`src/rtl/gba_bw_frame_sequencer.sv`:
```
// Walks a 1bpp image stored across 512-byte ROM banks and streams it MSB-first
// as ready/valid pixels with frame/line markers; one-byte prefetch hides read latency.
module gba_bw_frame_sequencer #(
  parameter int NUM_BANKS = 2,
  parameter int IMG_W     = 128,
  parameter int IMG_H     = 48
) (
  input  logic                   clk,
  input  logic                   rst,
  input  logic                   start,
  output logic                   busy,
  output logic                   done,
  output logic [NUM_BANKS-1:0]   bank_rd_en,
  output logic [8:0]             bank_rd_addr,
  input  logic [NUM_BANKS*8-1:0] bank_data_in,
  input  logic [NUM_BANKS-1:0]   bank_valid_in,
  output logic                   pix_valid,
  input  logic                   pix_ready,
  output logic                   pix_data,
  output logic                   pix_sof,
  output logic                   pix_eol,
  output logic                   pix_eof
);
  localparam int TOTAL = IMG_W * IMG_H / 8;
  localparam int SW    = (NUM_BANKS > 1) ? $clog2(NUM_BANKS) : 1;
  localparam int IW    = 10 + SW;
  localparam int XW    = (IMG_W > 1) ? $clog2(IMG_W) : 1;
  localparam int YW    = (IMG_H > 1) ? $clog2(IMG_H) : 1;

  typedef enum logic [2:0] {S_IDLE, S_FETCH, S_WAIT, S_STREAM, S_DONE} state_t;

  state_t          state_q, state_d;
  logic [IW-1:0]   rd_idx_q, rd_idx_d;
  logic [8:0]      addr_q, addr_d;
  logic            rd_pend_q, rd_pend_d;
  logic [SW-1:0]   rd_sel_q, rd_sel_d;
  logic [7:0]      sh_q, sh_d;
  logic [2:0]      cur_q, cur_d;
  logic [7:0]      pf_q, pf_d;
  logic            pf_full_q, pf_full_d;
  logic [XW-1:0]   x_q, x_d;
  logic [YW-1:0]   y_q, y_d;

  logic            capture, accept, last_bit, eol, eof, remain, issue;
  logic [7:0]      cap_byte;
  logic [SW-1:0]   sel;

  always_comb begin
    sel      = rd_idx_q[9 +: SW];
    capture  = rd_pend_q && bank_valid_in[rd_sel_q];
    cap_byte = bank_data_in[{rd_sel_q, 3'b000} +: 8];
    accept   = (state_q == S_STREAM) && pix_ready;
    last_bit = accept && (cur_q == 3'd0);
    eol      = (x_q == XW'(IMG_W - 1));
    eof      = eol && (y_q == YW'(IMG_H - 1));
    remain   = rd_idx_q < IW'(TOTAL);
    // Only one read in flight, and never while the prefetch slot is occupied.
    issue    = (state_q == S_FETCH) ||
               (((state_q == S_STREAM) || (state_q == S_WAIT)) &&
                !pf_full_q && !rd_pend_q && remain);

    bank_rd_en   = issue ? (NUM_BANKS'(1) << sel) : '0;
    bank_rd_addr = issue ? rd_idx_q[8:0] : addr_q;
    busy         = (state_q == S_FETCH) || (state_q == S_WAIT) || (state_q == S_STREAM);
    done         = (state_q == S_DONE);
    pix_valid    = (state_q == S_STREAM);
    pix_data     = pix_valid && sh_q[cur_q];
    pix_sof      = pix_valid && (x_q == '0) && (y_q == '0);
    pix_eol      = pix_valid && eol;
    pix_eof      = pix_valid && eof;
  end

  always_comb begin
    state_d   = state_q;
    rd_idx_d  = rd_idx_q;
    addr_d    = addr_q;
    rd_pend_d = rd_pend_q;
    rd_sel_d  = rd_sel_q;
    sh_d      = sh_q;
    cur_d     = cur_q;
    pf_d      = pf_q;
    pf_full_d = pf_full_q;
    x_d       = x_q;
    y_d       = y_q;

    if (issue) begin
      rd_idx_d  = rd_idx_q + IW'(1);
      addr_d    = rd_idx_q[8:0];
      rd_pend_d = 1'b1;
      rd_sel_d  = sel;
    end
    if (capture) rd_pend_d = 1'b0;

    unique case (state_q)
      S_IDLE: begin
        if (start) begin
          state_d   = S_FETCH;
          rd_idx_d  = '0;
          pf_full_d = 1'b0;
          x_d       = '0;
          y_d       = '0;
        end
      end
      S_FETCH: state_d = S_WAIT;
      S_WAIT: begin
        if (capture) begin
          sh_d    = cap_byte;
          cur_d   = 3'd7;
          state_d = S_STREAM;
        end
      end
      S_STREAM: begin
        if (capture && !last_bit) begin
          pf_d      = cap_byte;
          pf_full_d = 1'b1;
        end
        if (accept) begin
          if (eol) begin
            x_d = '0;
            y_d = eof ? '0 : y_q + YW'(1);
          end else begin
            x_d = x_q + XW'(1);
          end
          if (!last_bit) begin
            cur_d = cur_q - 3'd1;
          end else if (eof) begin
            state_d = S_DONE;
          end else if (pf_full_q) begin
            sh_d      = pf_q;
            cur_d     = 3'd7;
            pf_full_d = 1'b0;
          end else if (capture) begin
            // Byte landing exactly as the shifter drains goes straight in.
            sh_d  = cap_byte;
            cur_d = 3'd7;
          end else begin
            state_d = S_WAIT;
          end
        end
      end
      S_DONE:  state_d = S_IDLE;
      default: state_d = S_IDLE;
    endcase
  end

  always_ff @(posedge clk) begin
    if (rst) begin
      state_q   <= S_IDLE;
      rd_idx_q  <= '0;
      addr_q    <= '0;
      rd_pend_q <= 1'b0;
      rd_sel_q  <= '0;
      sh_q      <= '0;
      cur_q     <= '0;
      pf_q      <= '0;
      pf_full_q <= 1'b0;
      x_q       <= '0;
      y_q       <= '0;
    end else begin
      state_q   <= state_d;
      rd_idx_q  <= rd_idx_d;
      addr_q    <= addr_d;
      rd_pend_q <= rd_pend_d;
      rd_sel_q  <= rd_sel_d;
      sh_q      <= sh_d;
      cur_q     <= cur_d;
      pf_q      <= pf_d;
      pf_full_q <= pf_full_d;
      x_q       <= x_d;
      y_q       <= y_d;
    end
  end
endmodule

```
`config.mk`:
```
export PLATFORM = sky130hd
export DESIGN_NAME = gba_bw_frame_sequencer
export DESIGN_NICKNAME = d
export VERILOG_FILES = /design/src/rtl/gba_bw_frame_sequencer.sv
export SDC_FILE = /design/constraint.sdc
export NUM_CORES = 1
export LEC_CHECK = 0
export BUFFER_PORTS_ARGS = -buffer_cell sky130_fd_sc_hd__buf_2
export CAP_MARGIN = 25
export CORE_UTILIZATION = 35
export CTS_CLUSTER_DIAMETER = 40
export DETAILED_ROUTE_END_ITERATION = 12
export PLACE_DENSITY = 0.62
export SETUP_SLACK_MARGIN = 0.4
export SKIP_CTS_REPAIR_TIMING = 1
export SYNTH_ARGS = -nofsm -noshare
export SYNTH_HDL_FRONTEND = slang
export SYNTH_SLANG_ARGS = --single-unit
```
`constraint.sdc`:
```
create_clock -name clk -period 3.22 [get_ports clk]
set_clock_uncertainty 0.1 [all_clocks]
set_input_delay 0.161 -clock clk [delete_from_list [all_inputs] [get_ports clk]]
set_output_delay 0.161 -clock clk [all_outputs]
set_load 0.02 [all_outputs]
```
# Yosys cells after proc, flatten, opt, wreduce, memory -nomap -nowiden
# Cells that the tools add are included.
# classes
n_eq_ne	15
magnitude_cmp	3
n_reduce_logical	34
n_shift	2
muxes	45
addsub	4
# op_table
op	n
$mux W8	5
$mux W3	12
$mux W11	3
$mux W6	4
$mux W7	3
$pmux W8 S2	1
$shiftx A16 B5 Y8	1
$pmux W7 S2	1
$logic_and A1 B1 Y1	13
$pmux W3 S4	1
$pmux W6 S2	1
$add A11 B1 Y11 const B	1
$lt A11 B10 Y1 const B	1
$mux W1	9
$mux W9	1
$reduce_and A4 Y1	2
$add A7 B1 Y7 const B	1
$eq A7 B7 Y1 const B	1
$logic_not A7 Y1	1
$add A6 B1 Y6 const B	1
$eq A3 B2 Y1 const B	2
$eq A6 B6 Y1 const B	1
$logic_not A3 Y1	2
$logic_not A6 Y1	1
other kinds (21)	34
# totals
ff_bits	58

# Depth between registers and ports, before layout
# depth
ltp_word	11
ltp_mapped	8
depth_no_buf	7

# Worst setup path after synthesis
# Ideal clock, no wire load.
# synth_path
kind	register to register
start	register state_q[1]
end	register addr_q[5]
setup_slack_ns	0.990
n_path_buf	3
required_time_ns	2.992
path_stages_with_launch	8
setup_time_ns	0.128
arrival_ns	2.002
cell_sequence	dfxtp_1 -> clkbuf_1 -> mux2i_2 -> or2_0 -> buf_2 -> buf_6 -> mux2_1 -> nor2b_1
# synth_between
elab_chain_len	7
word_cells_on_any_way	9
# synth_lines
element	line_no	text
start, declared	32	state_t state_q, state_d;
start signal, assigned	160	state_q <= state_d;
$eq A3 B2 Y1	59	(((state_q == S_STREAM) || (state_q == S_WAIT)) &&
$logic_or A1 B1 Y1	59	
$logic_and A1 B1 Y1	59	
$logic_and A1 B1 Y1 (2 in series)	60	!pf_full_q && !rd_pend_q && remain);
$logic_or A1 B1 Y1 *	58	issue = (state_q == S_FETCH) ||
$mux W9 *	n/a	
named net bank_rd_addr[5]	14	output logic [8:0] bank_rd_addr,
end signal, assigned	162	addr_q <= addr_d;
end, declared	34	logic [8:0] addr_q, addr_d;
# The timed path passes the listed nets; every way through them passes the cells marked *.
# A chain may end at the register's enable or synchronous reset.

# Worst setup path in the final report
# layout_path
start	register rd_idx_q[8]
end	output bank_rd_addr[5]
# layout_between
elab_chain_len	4
# layout_lines
element	line_no	text
start, declared	33	logic [IW-1:0] rd_idx_q, rd_idx_d;
start signal, assigned	161	rd_idx_q <= rd_idx_d;
$lt A11 B10 Y1	56	remain = rd_idx_q < IW'(TOTAL);
$logic_and A1 B1 Y1	60	
$logic_or A1 B1 Y1	58	
$mux W9	n/a	
end, declared	14	
# Every way passes these cells.

==> reports/metrics.yaml <==
tns_ps: 0
crit_fanout: 14
yosys_warnings: 0
drive_gt1_frac: 0.192
viasPerCell: 5.19
status: "finished, final reports clean"
start_kind: "register"
clk_latency_ps: 330
avgRoutedWirePerCell_um: 13.7
seq_area_frac_synth: 0.390
synth_cell_types: 51
max_freq_ghz: 0.380
grt_pass1_wl_um: 11400
fin_nets: 414
die_w_um: 94.3
rsz0062_at_grt: "false"
htree_num_levels: 3
place_inst: 479
diodes: 0
fin_crit_sh: 0.818
max-clock-path-buffers: 2
hp-class: "in -> reg"
hpwl_um: 4720
clkTransAtPathRegs_ps: 70
layoutNonFillerInstCount: 495
cp_data_arrival_time_ps: 2370
start_util: 0.363
grt_max_degree: 48
synthFlopType: "dfxtp_1"
hold_viol_final: 0
numCtsBuffers: 9
antenna_found_initial: 0
critPathKind: "reg -> out"
syn_nets: 380
cp-end-kind: "output pin"
pre_cts_slack_ps: 589
synth_async_sr_flop_share: 0
cellPowerDensity_nw_per_um2: 547
netlist_instances: 351
syn2layout_area_growth_pct: 15.7
grt.overflow.total: 0
io_buffers: 39
drt-total-wl_um: 6780
max_slew_margin: 0.418
clock-sinks: 58
design.portCount: 40
drtAntennaViolNets: 0
cp.required_ps: 2960
syn_avg_cell_area_um2: 8.49
syn-cell-area_um2: 2980
root_buffer: "clkbuf_8"
cap_violations: 0
p_leak_nw: 1.27
slew_viol_final: 0
grt_usage: 0.166
first_global_vias: 2432
setup_violations: 0
dr.pass1.iters: 4
drc: 0
die_h_um: 94.3
cts_tree: "done"
final.setup.worst_slack_ps: 586
core_um2: 8220
min_period_ps: 2630
synth_seq_cells: 58
worst_pin_slew_ps: 873
synth_edf_count: 0
drt_iter0_drc: 88
gp_congestion: 0.802
vias: 2568
die_area_um2: 8880
peakVddDrop_uv: 244
row_count: 33
[registers in the layout, summed over array words and instances, names as in the netlist, 3 cells and up]
signal / count
addr_q: 9
cur_q: 3
pf_q: 8
rd_idx_q: 11
sh_q: 8
state_q: 3
x_q: 7
y_q: 6
[logic make-up after synthesis]
family | synth area share
multiplexers | 0.0844
adder cells (fa/ha/maj) | 0.0294
AND/OR/NAND/NOR | 0.239
buffers and inverters | 0.0508
XOR/XNOR | 0.0382
flip-flops | 0.390
AO/OA/AOI/OAI | 0.168
[through the flow]
step,hold slack (ps),utilization,area [um^2],power [mW]
after floorplan,231,-,2980,1.14
after global placement,358,0.394,3240,1.22
after detailed placement,358,0.396,3250,1.23
after CTS,70.5,0.420,3450,1.91
after global routing,102,0.420,3450,2.00
final,116,0.420,3450,1.89
[where the power goes]
part / switching, mW / internal (mW)
Clock: 0.289 / 0.379
Sequential: 0.0548 / 0.761
Combinational: 0.244 / 0.159
Total: 0.587 / 1.30
[cells in the final DEF, fill, tap and decap left out, types with 4 or more instances in the layout]
cell       n
nor4_1     6
a221oi_1   5
a21oi_1   15
nand2_1   33
o21ai_0   12
a211oi_1  11
buf_2     39
nor3_1    16
nand3_1   11
xnor2_1   10
mux2_2     9
o22ai_1    4
mux2i_1    8
dfxtp_1   58
nand3b_1   4
a311oi_1   4
inv_1     16
o31ai_1    4
clkbuf_8  10
nor2b_1   11
nor2_1    34
a31oi_1    7
ha_1       7
[cells in the mapped netlist (all sizes together) (2+ instances only)]
cell,n,share of area
a211oi,11,0.028
a21boi,3,0.0076
a21o,2,0.0050
a21oi,15,0.025
a221oi,5,0.015
a311oi,4,0.012
a31oi,7,0.015
and2,2,0.0042
and3,2,0.0042
and4,2,0.0059
buf,5,0.010
clkbuf,15,0.019
dfxtp,58,0.39
ha,7,0.029
inv,16,0.020
mux2,10,0.038
mux2i,9,0.031
mux4,2,0.015
nand2,33,0.042
nand2b,3,0.0063
nand3,11,0.018
nand3b,4,0.010
nand4,3,0.0063
nor2,34,0.043
nor2b,11,0.023
nor3,16,0.027
nor4,7,0.017
nor4b,3,0.0088
o21ai,12,0.020
o22ai,4,0.0084
o31ai,4,0.010
o32ai,2,0.0059
or2,2,0.0042
or3,3,0.0063
or4,2,0.0050
xnor2,10,0.029
xor2,3,0.0088
[area by class of cell]
class,instances,area [um^2]
Fill cell,835,4770
Inverter,17,63.8
Clock inverter,4,51.3
Multi-Input combinational cell,256,1670
Sequential cell,58,1160
Tap cell,105,131
Timing Repair Buffer,43,229
Clock buffer,12,145
[worst paths after layout]
| path | start | end | slack, ps | cells past startpoint |
|---|---|---|---|---|
| max reg2reg | x_q[0] | sh_q[2] | 840 | 6 |
| min | bank_data_in[4] | pf_q[4] | 120 | 3 |
| max | rd_idx_q[8] | bank_rd_addr[5] | 590 | 5 |
| min reg2reg | sh_q[3] | sh_q[3] | 370 | 2 |
[critical path: stages (launching register included)]
cell and delay [ps]:
dfxtp_1 360, a2111oi_2 420, mux2i_2 240, or2_2 490, mux2_1 370, buf_2 160
[metal layers]
| metal | wire length, um | vias to the layer above | part of all wire | global-route usage |
|---|---|---|---|---|
| met5 | 0 | - | 0 | 0 |
| met4 | 33 | 0 | 0.0049 | 0.0500 |
| met3 | 281 | 2 | 0.041 | 0.0502 |
| met2 | 3150 | 53 | 0.46 | 0.268 |
| met1 | 3310 | 1185 | 0.49 | 0.210 |
| li1 | - | 1328 | - | - |
Power figures use the tool's default switching activity.
